$ cat config.mk
export PLATFORM = sky130hd
export DESIGN_NAME = writeback_arbiter
export DESIGN_NICKNAME = d
export VERILOG_FILES = /design/src/rtl/writeback_arbiter.sv
export SDC_FILE = /design/constraint.sdc
export NUM_CORES = 1
export LEC_CHECK = 0
export ABC_AREA = 1
export BUFFER_PORTS_ARGS = -buffer_cell sky130_fd_sc_hd__buf_2
export CAP_MARGIN = 20
export CORE_AREA = 2 2 160 162
export CTS_CLUSTER_DIAMETER = 150
export DETAILED_ROUTE_END_ITERATION = 12
export DIE_AREA = 0 0 162 164
export GPL_ROUTABILITY_DRIVEN = 0
export PLACE_DENSITY = 0.75
export SLEW_MARGIN = 40
export SYNTH_ARGS = -nofsm -noshare
export SYNTH_HDL_FRONTEND = slang
export SYNTH_SLANG_ARGS = --single-unit
$ cat constraint.sdc
create_clock -name clock -period 3 [get_ports clock]
set_input_delay 0.45 -clock clock [delete_from_list [all_inputs] [get_ports clock]]
set_output_delay 0.45 -clock clock [all_outputs]
set_load 0.01 [all_outputs]
$ cat src/rtl/writeback_arbiter.sv
// Round-robin arbiter that shares two registered writeback/wakeup ports between
// NUM_REQ result requesters and drains requesters younger than a redirect flush.
module writeback_arbiter #(
  parameter int NUM_REQ      = 3,
  parameter int PREG_WIDTH   = 6,
  parameter int DATA_WIDTH   = 64,
  parameter int ROB_SIZE_LOG = 6
) (
  input  logic                             clock,
  input  logic                             reset,
  input  logic [NUM_REQ-1:0]               req_valid,
  output logic [NUM_REQ-1:0]               req_ready,
  input  logic [NUM_REQ-1:0]               req_need_to_wb,
  input  logic [NUM_REQ*PREG_WIDTH-1:0]    req_prd,
  input  logic [NUM_REQ*DATA_WIDTH-1:0]    req_data,
  input  logic [NUM_REQ-1:0]               req_robidx_flag,
  input  logic [NUM_REQ*ROB_SIZE_LOG-1:0]  req_robidx,
  output logic                             writeback0_valid,
  output logic                             writeback0_need_to_wb,
  output logic [PREG_WIDTH-1:0]            writeback0_prd,
  output logic [DATA_WIDTH-1:0]            writeback0_data,
  output logic                             writeback0_robidx_flag,
  output logic [ROB_SIZE_LOG-1:0]          writeback0_robidx,
  output logic                             writeback1_valid,
  output logic                             writeback1_need_to_wb,
  output logic [PREG_WIDTH-1:0]            writeback1_prd,
  output logic [DATA_WIDTH-1:0]            writeback1_data,
  output logic                             writeback1_robidx_flag,
  output logic [ROB_SIZE_LOG-1:0]          writeback1_robidx,
  input  logic                             flush_valid,
  input  logic                             flush_robidx_flag,
  input  logic [ROB_SIZE_LOG-1:0]          flush_robidx
);

  localparam int PTR_W = (NUM_REQ > 1) ? $clog2(NUM_REQ) : 1;

  logic [PREG_WIDTH-1:0]   prd_arr    [NUM_REQ];
  logic [DATA_WIDTH-1:0]   data_arr   [NUM_REQ];
  logic [ROB_SIZE_LOG-1:0] robidx_arr [NUM_REQ];

  logic [NUM_REQ-1:0] squash, eligible, grant_mask;
  logic               g0_vld, g1_vld;
  logic [PTR_W-1:0]   g0_idx, g1_idx, last_idx, scan_idx;
  logic [PTR_W:0]     scan_sum;
  logic [PTR_W-1:0]   rr_ptr_q, rr_ptr_d;

  logic                    wb0_valid_q, wb0_ntw_q, wb0_flag_q;
  logic [PREG_WIDTH-1:0]   wb0_prd_q;
  logic [DATA_WIDTH-1:0]   wb0_data_q;
  logic [ROB_SIZE_LOG-1:0] wb0_robidx_q;
  logic                    wb1_valid_q, wb1_ntw_q, wb1_flag_q;
  logic [PREG_WIDTH-1:0]   wb1_prd_q;
  logic [DATA_WIDTH-1:0]   wb1_data_q;
  logic [ROB_SIZE_LOG-1:0] wb1_robidx_q;

  always_comb begin
    squash = '0;
    for (int i = 0; i < NUM_REQ; i++) begin
      prd_arr[i]    = req_prd[i*PREG_WIDTH +: PREG_WIDTH];
      data_arr[i]   = req_data[i*DATA_WIDTH +: DATA_WIDTH];
      robidx_arr[i] = req_robidx[i*ROB_SIZE_LOG +: ROB_SIZE_LOG];
      // Flag mismatch means the ROB wrapped between the two, inverting the index order.
      squash[i] = flush_valid &
                  ((flush_robidx_flag ^ req_robidx_flag[i]) ^ (flush_robidx < robidx_arr[i]));
    end
    eligible = req_valid & ~squash & {NUM_REQ{~reset}};

    g0_vld   = 1'b0;
    g1_vld   = 1'b0;
    g0_idx   = '0;
    g1_idx   = '0;
    scan_sum = '0;
    scan_idx = '0;
    for (int k = 0; k < NUM_REQ; k++) begin
      scan_sum = {1'b0, rr_ptr_q} + (PTR_W+1)'(k);
      if (scan_sum >= (PTR_W+1)'(NUM_REQ)) scan_sum = scan_sum - (PTR_W+1)'(NUM_REQ);
      scan_idx = scan_sum[PTR_W-1:0];
      if (eligible[scan_idx]) begin
        if (!g0_vld) begin
          g0_vld = 1'b1;
          g0_idx = scan_idx;
        end else if (!g1_vld) begin
          g1_vld = 1'b1;
          g1_idx = scan_idx;
        end
      end
    end

    grant_mask = '0;
    if (g0_vld) grant_mask[g0_idx] = 1'b1;
    if (g1_vld) grant_mask[g1_idx] = 1'b1;
    req_ready = (req_valid & squash & {NUM_REQ{~reset}}) | grant_mask;

    last_idx = g1_vld ? g1_idx : g0_idx;
    rr_ptr_d = rr_ptr_q;
    if (g0_vld) rr_ptr_d = (last_idx == PTR_W'(NUM_REQ-1)) ? '0 : last_idx + 1'b1;
  end

  always_ff @(posedge clock) begin
    if (reset) begin
      rr_ptr_q     <= '0;
      wb0_valid_q  <= 1'b0;
      wb0_ntw_q    <= 1'b0;
      wb0_prd_q    <= '0;
      wb0_data_q   <= '0;
      wb0_flag_q   <= 1'b0;
      wb0_robidx_q <= '0;
      wb1_valid_q  <= 1'b0;
      wb1_ntw_q    <= 1'b0;
      wb1_prd_q    <= '0;
      wb1_data_q   <= '0;
      wb1_flag_q   <= 1'b0;
      wb1_robidx_q <= '0;
    end else begin
      rr_ptr_q    <= rr_ptr_d;
      wb0_valid_q <= g0_vld;
      wb1_valid_q <= g1_vld;
      // Idle ports keep their payload; only valid drops.
      if (g0_vld) begin
        wb0_ntw_q    <= req_need_to_wb[g0_idx];
        wb0_prd_q    <= prd_arr[g0_idx];
        wb0_data_q   <= data_arr[g0_idx];
        wb0_flag_q   <= req_robidx_flag[g0_idx];
        wb0_robidx_q <= robidx_arr[g0_idx];
      end
      if (g1_vld) begin
        wb1_ntw_q    <= req_need_to_wb[g1_idx];
        wb1_prd_q    <= prd_arr[g1_idx];
        wb1_data_q   <= data_arr[g1_idx];
        wb1_flag_q   <= req_robidx_flag[g1_idx];
        wb1_robidx_q <= robidx_arr[g1_idx];
      end
    end
  end

  assign writeback0_valid       = wb0_valid_q;
  assign writeback0_need_to_wb  = wb0_ntw_q;
  assign writeback0_prd         = wb0_prd_q;
  assign writeback0_data        = wb0_data_q;
  assign writeback0_robidx_flag = wb0_flag_q;
  assign writeback0_robidx      = wb0_robidx_q;
  assign writeback1_valid       = wb1_valid_q;
  assign writeback1_need_to_wb  = wb1_ntw_q;
  assign writeback1_prd         = wb1_prd_q;
  assign writeback1_data        = wb1_data_q;
  assign writeback1_robidx_flag = wb1_flag_q;
  assign writeback1_robidx      = wb1_robidx_q;

endmodule

Word-level counts from Yosys, hierarchy flattened
Cells that the tools add are included.

Register bits after elaboration: 160. Bits of input ports: 247.

$add $sub $neg: 6. $lt $le $gt $ge: 15. Equality and inequality tests: 1. Muxes and demuxes: 60. Bitwise operators: 19. Reduce and logical (&&, ||, !) cells: 2.

Operator list (count): $bmux W64 S2 (2); $mux W64 (4); $bmux W6 S2 (4); $mux W6 (8); $mux W2 (15); $lt A6 B6 Y1 (3); $mux W1 (16); $lt A2 B3 Y1 const B (5); $bmux W1 S2 (7); $and A3 B3 Y3 (4); $ge A3 B2 Y1 const B (2); $ge A3 B3 Y1 const B (2); $mux W3 (2); $not A2 Y3 (2); $or A3 B3 Y3 (2); $sub A2 B2 Y2 const B (3); $xor A1 B1 Y1 (6); $demux W1 S2 (2); $ge A2 B1 Y1 const B (2); $add A2 B1 Y3 const B (1); $add A2 B2 Y3 const B (1); $and A1 B1 Y1 (3); $not A3 Y3 (1); $add A2 B1 Y2 const B (1); other kinds (4) (5).

Depth between registers and ports, before layout
Gate-level depths: netlist of run 1.

Depth in word-level cells: 21. Gate-level depth with buffers: 21.

Worst setup path after synthesis of run 1
Ideal clock, no wire load.

Path kind: input-to-output. Start point: input port req_robidx[5]. End point: output port req_ready[0]. Arrival time: 2.444 ns. Required time: 2.550 ns. Setup slack: 0.106 ns. Cell stages on the path: 19. Path through: inv_1 > ha_1 > nand2_1 > inv_1 > a21oi_1 > nand2_1 > nand2_1 > nand3_1 > nand3_1 > nand3_2 > nand2_4 > inv_2 > nand2_1 > nand2_1 > nand2_2 > nand2_1 > buf_2 > nand3_1 > o311ai_0.

Longest elaborated chain between the ends: 21. Elaborated cells between the ends (all ways): 45.

Ends and longest elaborated chain: start, declared (RTL line 17) `input logic [NUM_REQ*ROB_SIZE_LOG-1:0] req_robidx,`; $lt A6 B6 Y1 (*) (RTL line 64) `((flush_robidx_flag ^ req_robidx_flag[i]) ^ (flush_robidx < robidx_arr[i]));`; $xor A1 B1 Y1 (*) (RTL line 64); $and A1 B1 Y1 (*) (RTL line 63) `squash[i] = flush_valid &`; $not A3 Y3 (RTL line 66) `eligible = req_valid & ~squash & {NUM_REQ{~reset}};`; $and A3 B3 Y3 (2 in series) (RTL line 66); $bmux W1 S2 (RTL line 78) `if (eligible[scan_idx]) begin`; $mux W1 (implied by the code) (RTL line 78); $mux W2 / $mux W1 (equally long branches) (RTL line 78); (+4 left out); $lt A2 B3 Y1 (implied by the code) (tied with other cells) (RTL line 90) `if (g0_vld) grant_mask[g0_idx] = 1'b1;`; $logic_and A1 B1 Y1 (implied by the code) (tied with other cells) (RTL line 90); $mux W1 (implied by the code) / $logic_and A1 B1 Y1 (equally long branches) (RTL line 90, 91); $demux W1 S2 / $mux W1 (equally long branches) (RTL line 90, 91); $mux W3 / $demux W1 S2 (equally long branches) (RTL line 90, 91); $or A3 B3 Y3 (no source line); $mux W3 (RTL line 91) `if (g1_vld) grant_mask[g1_idx] = 1'b1;`; $or A3 B3 Y3 (*) (RTL line 92) `req_ready = (req_valid & squash & {NUM_REQ{~reset}}) | grant_mask;`; end, declared (RTL line 12) `output logic [NUM_REQ-1:0] req_ready,`.

Every way passes the cells marked *; elsewhere a longest branch is shown, timed or not. The select of a mux whose other input is x is not followed.

Final worst setup path of run 1
Start point: input port req_robidx[15]. End point: output port req_ready[0].

Longest elaborated chain between the ends: 21. Elaborated cells between the ends (all ways): 43.

Ends and longest elaborated chain (RTL line): $lt A6 B6 Y1 (*) (64); $xor A1 B1 Y1 (*) (64); $and A1 B1 Y1 (*) (63); $not A3 Y3 (*) (66); $and A3 B3 Y3 (*) (2 in series) (66); $bmux W1 S2 (78); $mux W1 (implied by the code) (78); $mux W2 / $mux W1 (equally long branches) (78); (+4 left out); $lt A2 B3 Y1 (implied by the code) (tied with other cells) (90); $logic_and A1 B1 Y1 (implied by the code) (tied with other cells) (90); $mux W1 (implied by the code) / $logic_and A1 B1 Y1 (equally long branches) (90, 91); $demux W1 S2 / $mux W1 (equally long branches) (90, 91); $mux W3 / $demux W1 S2 (equally long branches) (90, 91); $or A3 B3 Y3 (no source line); $mux W3 (*) (91); $or A3 B3 Y3 (*) (92).

Marked as above.

==> flow_summary_export.csv, run 1 <==
group,metric,value,unit
floorplanning,die_w,162,um
synthesis,synthAdderAreaFrac,0.0224,
status,violations,"negative setup slack",
floorplanning,num_rows,58,
setup_path,end_kind,"primary output",
timing,hold_viol,0,
route,drt_iter0_markers,1165,
timing,slew_headroom,0.638,
route,drt_first_pass_iters,6,
synthesis,synth_edf_count,0,
setup_path,required,2550,ps
cts,cts_sinks,160,
placement,port_buffers,407,
power,total_power,14.9,mW
synthesis,synth_cells,1504,
timing,rsz0062_at_grt,"true",
cts,cts_tree,"done",
route,via_per_inst,5.28,
worst_hold_path,hold_depth,3,
setup_path,r2r_start,"rr_ptr_q[0]",
cts,clk_pin_slew,80,ps
worst_hold_path,holdCritStartpoint,"req_prd[0]",
floorplanning,die_y,164,um
global_routing,grt.total_usage,0.273,
cells_and_area,layout_commonest_cell,"nand2_1",
synthesis,synthArstFlopShare,0,
setup_path,critPathLaunchType,"input pin",
cells_and_area,mostFrequentLayoutCells,"nand2_1, buf_2, inv_1",
synthesis,syn_area_per_cell,6.30,um2
floorplanning,die-area,26600,um2
cts,clk_latency,420,ps
power,power.density,1160,nW/um2
synthesis,seq_area_frac_synth,0.338,
cells_and_area,fin_area,12900,um2
synthesis,synth_compound_area_frac,0.223,
cells_and_area,ff_latch_area,3200,um2
route,routed-via-count,11772,
synthesis,ys_warn_count,0,
cts,root_buffer,"clkbuf_16",
cells_and_area,fin_util,0.520,
synthesis,synth_xor_area_frac,0.00277,
setup_path,r2r_slack,350,ps
global_routing,grt-ovfl-total,0,
timing,fin_crit_sh,1.03,
cells_and_area,syn_to_final_growth,36.1,%
status,status,"complete, but fails checks",
synthesis,ys_types,32,
timing,finClkSkew,15.7,ps
timing,timing.fmax,324,MHz
cells_and_area,final_nets,2150,
power,p_leak,7.38,nW
timing,period_minus_slack,3090,ps
placement,dpl.hpwl,26700,um
synthesis,ys.flop_type,"dfxtp_1",
floorplanning,ios,408,
synthesis,synthMuxAreaShare,0,
route,drcViolationCount,0,
synthesis,syn_nets,1768,
cts,htree_levels,4,
cts,hold_buffers,0,
setup_path,r2r_end,"rr_ptr_q[0]",
synthesis,synth_simple_gate_area_frac,0.279,
floorplanning,coreArea,24800,um2
global_routing,grt_max_degree,73,
job,drv_cap,0,
setup_path,cp_max_fo,6,
timing,worst_pin_slew,536,ps
worst_hold_path,hold_path.class,"input pin to register",
global_routing,grt_pass1_vias,10890,
worst_hold_path,hold_end,"writeback0_prd[0]",
setup_path,arrival,2640,ps
floorplanning,start_util,0.382,
cells_and_area,final_layout_size_suffix_gt1_frac,0.290,
synthesis,synth_area,9480,um2
cells_and_area,fillers,2507,
global_routing,antenna_found_initial,3,
synthesis,synth.ff_latch_count,160,
timing,hold_ws,244,ps
timing,setup_viol_count_final,3,
power,ir_drop,0.000549,V
setup_path,path_class,"input pin to primary output",
route,final_antenna_net_count,0,
cts,clockBufferDepth,2,
timing,final_max_slew_viol_count,0,
cts,cts_buffers,17,
global_routing,grt_pass1_wl,57600,um
placement,dpl_cell_area,12100,um2
timing,finalWorstSetupSlack,-91.1,ps
route,drt-total-wl,38300,um
cells_and_area,multiInputGateArea,5180,um2
route,wire_per_inst,17.2,um
timing,tns,-183,ps
setup_path,reg2regPathDepth,17,
setup_path,crit_start,"req_robidx[15]",
synthesis,synth_top_family_by_area,"simple AND/OR/NAND/NOR gates",
## kinds of logic (layout without fill, tap and decap cells)
family                     count (synthesis)  count (layout)
xor gates and xnor gates                   3               3
and+or+nand+nor                          634             634
DFF                                      160             160
AOI/OAI and AO/OA                        374             374
buffers and inverters                    316             711
adders and majority gates                 17              17
other                                      0               2
## cells in the mapped netlist (4+ instances only)
cell type,number,share of area
ha_1,17,0.022
nand3_1,136,0.072
nand2_1,418,0.17
dfxtp_1,160,0.34
clkbuf_1,50,0.020
inv_2,6,0.0024
buf_1,7,0.0028
buf_2,37,0.020
a22oi_1,19,0.015
inv_1,207,0.082
o211ai_1,11,0.0087
nor2_1,61,0.024
a22o_1,38,0.035
buf_4,4,0.0032
nand3_2,6,0.0063
buf_6,5,0.0059
a21oi_1,197,0.10
o21ai_0,101,0.053
nand2_2,4,0.0026
## flip-flops by register name (all words and copies together) (netlist names), 2 cells and up
| signal | count |
|---|---|
| writeback0_data | 64 |
| rr_ptr_q | 2 |
| writeback0_robidx | 6 |
| writeback1_robidx | 6 |
| writeback0_prd | 6 |
| writeback1_prd | 6 |
| writeback1_data | 64 |
## cell type report
cell class / count / area share
antenna: 2 / 0.000388
clock buffer: 20 / 0.0354
clock inverter: 12 / 0.0115
inverter: 213 / 0.0622
multi-input combinational: 1028 / 0.401
sequential: 160 / 0.248
tap: 330 / 0.0320
timing repair buffer: 466 / 0.209
## timing repair
item | CTS | global route
setup buffers | 0 | 8
pin swaps | 0 | 15
endpoints found under the hold margin | 0 | 0
gates resized for setup | 2 | 27
setup endpoints to repair | 1 | 3
## power breakdown
part / internal (mW) / total [mW] / switching [mW]
combinational: 3.44 / 8.95 / 5.51
clock: 1.30 / 2.29 / 0.997
sequential: 3.18 / 3.68 / 0.503
## stage by stage
stage                     setup slack (ps)  std cells
final                                -91.1       2231
after global routing                  -191       2231
after CTS                             2.70       2221
after detailed placement             -63.3       2189
after global placement               -35.4       2189
after floorplan                        106       1504
## how the worst max path moves through the flow
stage,endpoint,cells past startpoint,slack (ps)
floorplan,req_ready[0],19,110
global placement,rr_ptr_q[1],20,-40
detailed placement,rr_ptr_q[1],20,-60
CTS,req_ready[0],20,3
global route,req_ready[0],18,-190
finish,req_ready[0],18,-90
## critical path, cell delays in order
cell      delay (ps)
buf_2             90
inv_1             60
ha_1             310
a21oi_1          170
nor2_1            90
nor2_2           100
nand3_1          130
nand3_4          120
nand3_2          110
nand2_2          120
nand2_4          100
buf_4            150
nand3_2           80
nand2_4           70
nor2_4           120
nand2_2           60
o311ai_0         100
buf_2            220
## routing by layer
| layer | GRT usage | up-vias | routed length (um) |
|---|---|---|---|
| met4 | 0.101 | 2 | 1260 |
| li1 | - | 5615 | - |
| met5 | 0 | - | 13 |
| met2 | 0.472 | 732 | 18500 |
| met3 | 0.0621 | 106 | 3770 |
| met1 | 0.331 | 5317 | 14800 |
No activity file was read; power rests on OpenSTA's default activity.
==> inputs of run 2 (changes only) <==
--- a/config.mk
+++ b/config.mk
@@ -8,12 +8,13 @@
 export ABC_AREA = 1
 export BUFFER_PORTS_ARGS = -buffer_cell sky130_fd_sc_hd__buf_2
 export CAP_MARGIN = 20
-export CORE_AREA = 2 2 160 162
+export CORE_AREA = 2 2 158 160
+export CTS_BUF_LIST = sky130_fd_sc_hd__clkbuf_4
 export CTS_CLUSTER_DIAMETER = 150
 export DETAILED_ROUTE_END_ITERATION = 12
-export DIE_AREA = 0 0 162 164
+export DIE_AREA = 0 0 160 162
 export GPL_ROUTABILITY_DRIVEN = 0
-export PLACE_DENSITY = 0.75
+export PLACE_DENSITY = 0.77
 export SLEW_MARGIN = 40
 export SYNTH_ARGS = -nofsm -noshare
 export SYNTH_HDL_FRONTEND = slang
==> run 2 against run 1 <==
  * The flow now finishes without violations
  * Sequential power hardly changed
  * Critical path depth decreased by 3
  * Global-route usage increased by 0.47 points
  * Die area decreased by 2.4%
  * Maximum frequency increased by 5.0%
  * First-iteration DRC count is 13% higher
  * Non-clock buffer count shrank 8
  * Total power decreased by 7.0%
  * Via count up 0.98%
  * Combinational power decreased by 1%
  * Clock power is 41% lower
  * Critical endpoint is now req_ready[2]
  * Largest cell class unchanged
==> flow_summary_export.csv, run 2 (synthesized netlist as in run 1, its figures left out) <==
group,metric,value,unit
global_routing,grt_max_degree,100,
setup_path,required,2550,ps
placement,port_buffers,407,
global_routing,grt.total_usage,0.277,
setup_path,arrival,2490,ps
route,drt-total-wl,38300,um
setup_path,cp_top_family,"simple AND/OR/NAND/NOR gates",
setup_path,path_cells,"buf_4 -> ha_4 -> a21oi_2 -> nor2_2 -> nor2_2 -> nand3_1 -> nand3_4 -> nand2_1 -> o21ai_0 -> and2_4 -> nand2_4 -> nand2_4 -> inv_1 -> o311ai_0 -> buf_2",
cts,clk_latency,580,ps
setup_path,cp_max_fo,5,
floorplanning,coreArea,24100,um2
global_routing,grt-ovfl-total,0,
cts,clockBufferDepth,2,
timing,worst_pin_slew,473,ps
route,drt_iter0_markers,1318,
cells_and_area,mostFrequentLayoutCells,"nand2_1, buf_2, a21oi_1",
timing,slew_headroom,0.685,
route,via_per_inst,5.36,
timing,period_minus_slack,2940,ps
cells_and_area,final_nets,2142,
floorplanning,start_util,0.393,
setup_path,critPathMaxStageDelay,250,ps
route,drcViolationCount,0,
cts,cts_buffers,17,
worst_hold_path,hold_path.class,"input pin to register",
cells_and_area,ff_latch_area,3200,um2
route,final_antenna_net_count,0,
cts,htree_levels,4,
floorplanning,die_w,160,um
job,drv_cap,0,
global_routing,grt_pass1_vias,10966,
cells_and_area,final-instance-count-excl-fill,2217,
global_routing,antenna_found_initial,3,
timing,fin_crit_sh,0.981,
cts,hold_buffers,0,
setup_path,path_class,"input pin to primary output",
route,wire_per_inst,17.3,um
power,ir_drop,0.000860,V
cts,cts_sinks,160,
setup_path,crit_buf_inv,3,
cts,clk_pin_slew,210,ps
floorplanning,num_rows,57,
status,status,"completed",
cells_and_area,fillers,2402,
timing,setup_viol_count_final,0,
setup_path,critPathLaunchType,"input pin",
floorplanning,ios,408,
cells_and_area,syn_to_final_growth,33.1,%
timing,timing.fmax,340,MHz
power,p_leak,7.20,nW
cells_and_area,layout_commonest_cell,"nand2_1",
timing,final_max_slew_viol_count,0,
power,power.density,1100,nW/um2
cts,root_buffer,"clkbuf_4",
timing,finClkSkew,55.2,ps
route,routed-via-count,11887,
cells_and_area,final_layout_size_suffix_gt1_frac,0.300,
setup_path,r2r_slack,620,ps
floorplanning,die-area,25900,um2
cells_and_area,multiInputGateArea,5310,um2
route,drt_first_pass_iters,6,
setup_path,end_kind,"primary output",
cts,cts_tree,"done",
setup_path,crit_slowest_cell,"ha_4",
global_routing,grt_pass1_wl,57800,um
placement,dpl.hpwl,26400,um
power,total_power,13.9,mW
timing,hold_viol,0,
floorplanning,die_y,162,um
placement,placed_cells_incl_taps,2175,
## run 2: cell count changes in the layout (fill, tap and decap cells not counted), moves of 6 or more
cell       previous run  this run
ha_4                  5        11
inv_2                10        17
clkbuf_4              0        20
ha_1                 12         5
clkbuf_16            17         0
inv_1               202       193
## run 2: worst reg2reg max path: stages, from the launching register on
cell,delay (ps)
dfxtp_1,400
inv_1,70
ha_2,230
inv_2,120
nand3_2,90
nand3_2,110
nand2_4,110
inv_4,90
nand2_4,70
nand2_1,110
nand3_4,120
buf_4,170
inv_2,120
buf_12,200
nand2_1,120
nand3_1,90
a21oi_1,70
## run 2: repair_timing
action / CTS / global route
pin swaps: 3 / 29
buffers inserted: 1 / 7
gates resized for setup: 8 / 61
setup endpoints to repair: 2 / 3
## run 2: final cells by class
type | instances | area share
Antenna cell | 2 | 0.000397
Clock buffer | 19 | 0.0113
Inverter | 213 | 0.0639
Tap cell | 324 | 0.0321
Multi-Input combinational cell | 1028 | 0.421
Clock inverter | 13 | 0.0102
Sequential cell | 160 | 0.254
Timing Repair Buffer | 458 | 0.207
## run 2: stage by stage
stage               cell area [um2]  setup slack, ps  TNS, ps  utilization  hold WS (ps)
finish                        12600             55.5        0        0.524          77.2
detailed placement            12000            -46.6    -59.1        0.498           521
CTS                           12300             2.39        0        0.510          10.1
global route                  12600            -67.7     -146        0.524          8.77
floorplan                      9480              106        0            -           557
global placement              12000             8.66        0        0.498           516
## run 2: path summary, 6_finish.rpt
check	from	endpoint	depth (start not counted)
worst min-delay path	req_prd[1]	writeback0_prd[1]	3
worst max-delay path	flush_robidx[3]	req_ready[2]	15
worst min register to register	writeback1_data[0]	writeback1_data[0]	2
worst max register to register	rr_ptr_q[1]	writeback1_data[12]	16
## run 2: report_power, final
group / switching [mW] / internal [mW]
Clock: 0.905 / 0.447
Combinational: 5.52 / 3.32
Sequential: 0.517 / 3.17
Total: 6.95 / 6.94
## run 2: per-layer routing
layer  GRT usage  up-vias  part of all wire  routed length, um
met5           0        -           0.00034                 13
met4       0.114        2             0.034               1290
met3      0.0516       85             0.097               3730
met2       0.479      753              0.48              18200
met1       0.342     5434              0.39              15000
li1            -     5613                 -                  -
